File: config.mk
export PLATFORM = sky130hd
export DESIGN_NAME = fifo_reader
export DESIGN_NICKNAME = d
export VERILOG_FILES = /design/src/rtl/fifo_reader.sv
export SDC_FILE = /design/constraint.sdc
export NUM_CORES = 1
export LEC_CHECK = 0
export BUFFER_PORTS_ARGS = -buffer_cell sky130_fd_sc_hd__buf_2
export CAP_MARGIN = 5
export CORE_MARGIN = 5
export CORE_UTILIZATION = 52
export DETAILED_ROUTE_END_ITERATION = 12
export GPL_ROUTABILITY_DRIVEN = 1
export HOLD_SLACK_MARGIN = 0.08
export PLACE_DENSITY = 0.85
export SYNTH_ARGS = -nofsm -noshare
export SYNTH_HDL_FRONTEND = slang
export SYNTH_SLANG_ARGS = --single-unit
File: constraint.sdc
create_clock -name clk -period 2.6 [get_ports clk]
set_input_delay 0.26 -clock clk [delete_from_list [all_inputs] [get_ports clk]]
set_output_delay 0.26 -clock clk [all_outputs]
set_load 0.05 [all_outputs]
File: src/rtl/fifo_reader.sv
// fifo_reader: read-side master for the synchronous FIFO.
// Issues pops under a credit rule, captures the registered pop response and
// re-presents the words on a valid/ready stream through a 2-entry skid buffer.
// Optional feature: define FIFO_READER_BACKOFF_EN to idle for BACKOFF_CYCLES
// after an empty pop response instead of re-polling immediately.
module fifo_reader #(
  parameter int DATA_WIDTH     = 4,
  parameter int BACKOFF_CYCLES = 4
) (
  input  logic                  clk,
  input  logic                  reset,
  output logic                  fifo_rd_en,
  input  logic [DATA_WIDTH-1:0] fifo_rd_data,
  input  logic                  fifo_rd_val,
  output logic [DATA_WIDTH-1:0] out_data,
  output logic                  out_valid,
  input  logic                  out_ready
);

  logic [1:0]            occCount_q, occCount_d;
  logic                  headPtr_q, headPtr_d;
  logic                  tailPtr_q, tailPtr_d;
  logic                  inFlight_q;
  logic [DATA_WIDTH-1:0] skidMem_q [2];
  logic [DATA_WIDTH-1:0] outData_q, outData_d;
  logic                  popNow;
  logic                  captureNow;
  logic                  creditOk;
  logic                  runState;

  // The FIFO valid flag is stale between pops, so a response only counts
  // when a pop was actually issued on the previous edge.
  assign popNow     = out_valid & out_ready;
  assign captureNow = inFlight_q & fifo_rd_val;
  assign out_valid  = (occCount_q != 2'd0);
  assign out_data   = outData_q;

  // A pop may only issue if the word it returns is guaranteed a skid slot,
  // counting words held, the word already in flight, and this cycle's drain.
  assign creditOk   = ({1'b0, occCount_q} + {2'b00, inFlight_q})
                      < (3'd2 + {2'b00, popNow});
  assign fifo_rd_en = reset & runState & creditOk;

`ifdef FIFO_READER_BACKOFF_EN
  typedef enum logic {RUN, BACKOFF} state_e;

  state_e     state_q, state_d;
  logic [7:0] backoffCnt_q, backoffCnt_d;

  // State register and backoff counter.
  always_ff @(posedge clk) begin
    if (!reset) begin
      state_q      <= RUN;
      backoffCnt_q <= 8'd0;
    end else begin
      state_q      <= state_d;
      backoffCnt_q <= backoffCnt_d;
    end
  end

  // Next state: an empty response in RUN starts a fresh backoff window.
  always_comb begin
    state_d      = state_q;
    backoffCnt_d = backoffCnt_q;
    case (state_q)
      RUN: begin
        if (inFlight_q && !fifo_rd_val) begin
          state_d      = BACKOFF;
          backoffCnt_d = 8'(BACKOFF_CYCLES);
        end
      end
      BACKOFF: begin
        if (backoffCnt_q <= 8'd1) begin
          state_d      = RUN;
          backoffCnt_d = 8'd0;
        end else begin
          backoffCnt_d = backoffCnt_q - 8'd1;
        end
      end
      default: state_d = RUN;
    endcase
  end

  // Output decode: pops are only allowed while in RUN.
  always_comb begin
    runState = (state_q == RUN);
  end
`else
  assign runState = 1'b1;
`endif

  // Skid-buffer next state; out_data tracks whichever entry becomes head.
  always_comb begin
    occCount_d = occCount_q;
    headPtr_d  = headPtr_q ^ popNow;
    tailPtr_d  = tailPtr_q ^ captureNow;
    outData_d  = outData_q;
    case ({captureNow, popNow})
      2'b10:   occCount_d = occCount_q + 2'd1;
      2'b01:   occCount_d = occCount_q - 2'd1;
      default: occCount_d = occCount_q;
    endcase
    if (occCount_d != 2'd0) begin
      if (captureNow && (tailPtr_q == headPtr_d)) begin
        outData_d = fifo_rd_data;
      end else begin
        outData_d = skidMem_q[headPtr_d];
      end
    end
  end

  // Control registers; reset drops everything, including held words.
  always_ff @(posedge clk) begin
    if (!reset) begin
      occCount_q <= 2'd0;
      headPtr_q  <= 1'b0;
      tailPtr_q  <= 1'b0;
      inFlight_q <= 1'b0;
      outData_q  <= '0;
    end else begin
      occCount_q <= occCount_d;
      headPtr_q  <= headPtr_d;
      tailPtr_q  <= tailPtr_d;
      inFlight_q <= fifo_rd_en;
      outData_q  <= outData_d;
    end
  end

  // Skid storage needs no reset; occupancy decides what is meaningful.
  always_ff @(posedge clk) begin
    if (reset && captureNow) begin
      skidMem_q[tailPtr_q] <= fifo_rd_data;
    end
  end

  // Simulation-only sanity checks on the credit rule and parameter range.
  always_ff @(posedge clk) begin
    if (reset) begin
      assert (!(captureNow && !popNow && (occCount_q == 2'd2)))
        else $error("fifo_reader: skid buffer overflow");
    end
    assert ((BACKOFF_CYCLES >= 1) && (BACKOFF_CYCLES <= 255))
      else $error("fifo_reader: BACKOFF_CYCLES out of range");
  end

endmodule

==> summary.md <==
| Metric | Value |
|---|---|
| Post-synthesis cell type with the largest combined area | edfxtp_1 |
| DRC | 0 |
| Kind of critical path | reg -> reg |
| Vias per Instance | between 5 and 6 |
| Final Net Count | 94 |
| Number of setup buffers added after CTS | 0 |
| Post-Syn Nets | between 70 and 80 |
| TritonCTS clock tree | built |
| First-iteration detailed-routing DRC count | 4 |
| Slowest CP cell | a311o_1 |
| I/O pin total | 14 |
| Die Area | 2380 um2 |
| H-tree levels | 1 |
| Clock Skew | ~0.0035 ns |
| CP startpoint | occCount_q[0] |
| FP Rows | 14 |
| Synthesized cell area | around 780 um2 |
| Slew HR | 0.572 |
| Clock Sink Count | 17 |
| First-pass GRT wire length | between 2000 and 2500 um |
| R2r startpoint | occCount_q[0] |
| Worst-margin pin slew | about 0.64 ns |
| Synth unique cells | 25 |
| Hold Fails Final Rpt | 0 |
| Max_cap viols | 0 |
| Yosys top cell area share | 0.307 |
| Final worst path period share | 0.783 |
| Clk slew on worst S/H paths | about 0.1 ns |
| Synth Register Bits | 17 |
| Max incr delay on CP | approximately 0.42 ns |
| Fin. max-slew vios | 0 |
| Post-DP HPWL | between 1000 and 1500 um |
| Leakage | between 0.0003 and 0.0004 uW |
| Crit Path Max Fanout | 7 |
| Status | finished clean |
| P&R area growth vs syn | 14.4% |
| Final global-route overflow total | 0 |
| Hold buffer count at CTS | 0 |
| Core area | approximately 1500 um2 |
| Setup-failing EPs final | 0 |
| Ant. Diodes | 0 |
| Commonest cells in the synthesized netlist | dfxtp_1 (9), edfxtp_1 (8) |
| Number of synthesized flops with an enable pin | 8 |
| Wire per inst | about 14 um |
| Most common cell in the netlist | dfxtp_1 |
| Total negative setup slack | 0 ns |
| Pwr dens | around 1100 nW/um2 |
| Launch point of the worst hold path | fifo_rd_data[3] |
| Worst-Skew Late Latency | about 0.28 ns |
| Global placement routability congestion | about 0.78 |
| Share of layout cells above drive strength 1 | 0.293 |
| Top Usage Layer GRT | met2 |
| Seq/Total Area, Yosys | 0.538 |
| Crit end category | flop |
| Critical path cell sequence | o21a_4 -> ha_1 -> nor3b_1 -> a21o_1 -> a311o_1 -> o211ai_2 |
| Avg Inst Size Synth | 12.0 um2 |
| Final total power | 984 uW |
| Synth top area cells | edfxtp_1 (31%), dfxtp_1 (23%), o211ai_2 (6.4%), mux2i_1 (5.1%), ha_1 (4.8%) |
| Worst hold slack | roughly 0.18 ns |
| Die Y | about 50 um |
| Clk root buf | clkbuf_4 |
| Asr flop ratio synth | 0 |
| Clock Tree Buf Depth | 2 |
| Final ANT Viol Nets | 0 |
| Met1 usage | 0.149 |
| Largest net degree at the start of global routing | 11 |
| M3 GR Usage | 0.0275 |
| All-Layer GR Usage | 0.121 |
| Ys flop type | dfxtp_1 |
| RSZ-0062 raised after global routing | no |
| Crit path time final | around 2.0 ns |
| IO Port Bufs | 13 |
| Fmax achieved | approximately 490 MHz |
| Startpoint types | flop |
| Num CTS Buffers | 3 |
| Worst path arrival time | around 2.3 ns |
| Yosys warnings | 0 |
| Via Count | approximately 550 |
| Syn Inst Count | 65 |
| Vias in the first global route | roughly 550 |
| CP required | 2.81 ns |
| Worst vdd ir | approximately 560 uV |
| Initial Util | 0.531 |
| Resized cells post-CTS | 0 |
| Initial antenna violation count | 0 |
| Final wirelength | 1370 um |
| Drt pass-1 iters | 4 |
| Hold Path Class | in -> reg |
| Die Width | slightly below 50 um |
| GR Util met2 | 0.207 |
cell usage in the layout, fill, tap and decap left out, types with 2 or more instances in the layout:
cell and n:
nand3_1 4, edfxtp_1 8, nor2b_1 2, nand4_1 4, mux2i_1 4, nor3_1 4
xor2_1 3, clkbuf_4 3, buf_2 13, o211ai_2 4, xnor2_1 3, nor2_1 3
dfxtp_1 9, ha_1 3, a21oi_1 2
flip-flops by register name (all words and copies together) (netlist names):
name	cells
headPtr_q	1
inFlight_q	1
occCount_q	2
out_data	4
skidMem_q	8
tailPtr_q	1
worst max-delay path: cells and delay by family (launching register included):
kind / cells / cell delay [ns]
AO/OA/AOI/OAI: 4 / 1.07
adder cells (fa/ha/maj): 1 / 0.34
flip-flops: 1 / 0.39
AND/OR/NAND/NOR: 1 / 0.17
power breakdown:
group	internal, uW	total (uW)	switching (uW)
registers	335	378	43.3
logic	158	470	312
clock network	57.0	136	78.6
cell type report:
cell class / instances / area (um2)
well taps: 16 / 20.0
repair buffers: 13 / 65.1
clock buffers: 3 / 22.5
clock inverters: 1 / 5.00
fillers: 125 / 577
multi-input cells: 46 / 354
inverters: 2 / 7.51
flip-flops and latches: 17 / 420
metal layers:
| layer | part of all wire | vias up |
|---|---|---|
| li1 | - | 283 |
| met1 | 0.42 | 258 |
| met2 | 0.52 | 12 |
| met3 | 0.054 | 0 |
| met4 | 0 | 0 |
| met5 | 0 | - |
path summary, 6_finish.rpt:
check / endpoint / slack, ns / cells after the start
worst max-delay path: out_data[3] / 0.56 / 6
worst min register to register: out_data[1] / 0.50 / 2
worst min-delay path: skidMem_q[1][3] / 0.18 / 1
worst max register to register: out_data[3] / 0.56 / 6
cells by family after synthesis:
kind of cell / share of synthesized area
adder cells (fa/ha/maj): 0.0480
AO/OA/AOI/OAI: 0.134
multiplexers: 0.0512
XOR/XNOR: 0.0672
AND/OR/NAND/NOR: 0.152
flip-flops: 0.538
buffers and inverters: 0.00959
stage by stage:
stage	instance area, um2	std cells	util	worst slack [ns]
floorplan	782	65	-	0.349
global placement	867	94	0.589	0.625
detailed placement	867	94	0.589	0.593
CTS	895	98	0.608	0.555
global route	895	98	0.608	0.465
finish	895	98	0.608	0.563
(Power assumes the default switching activity.)
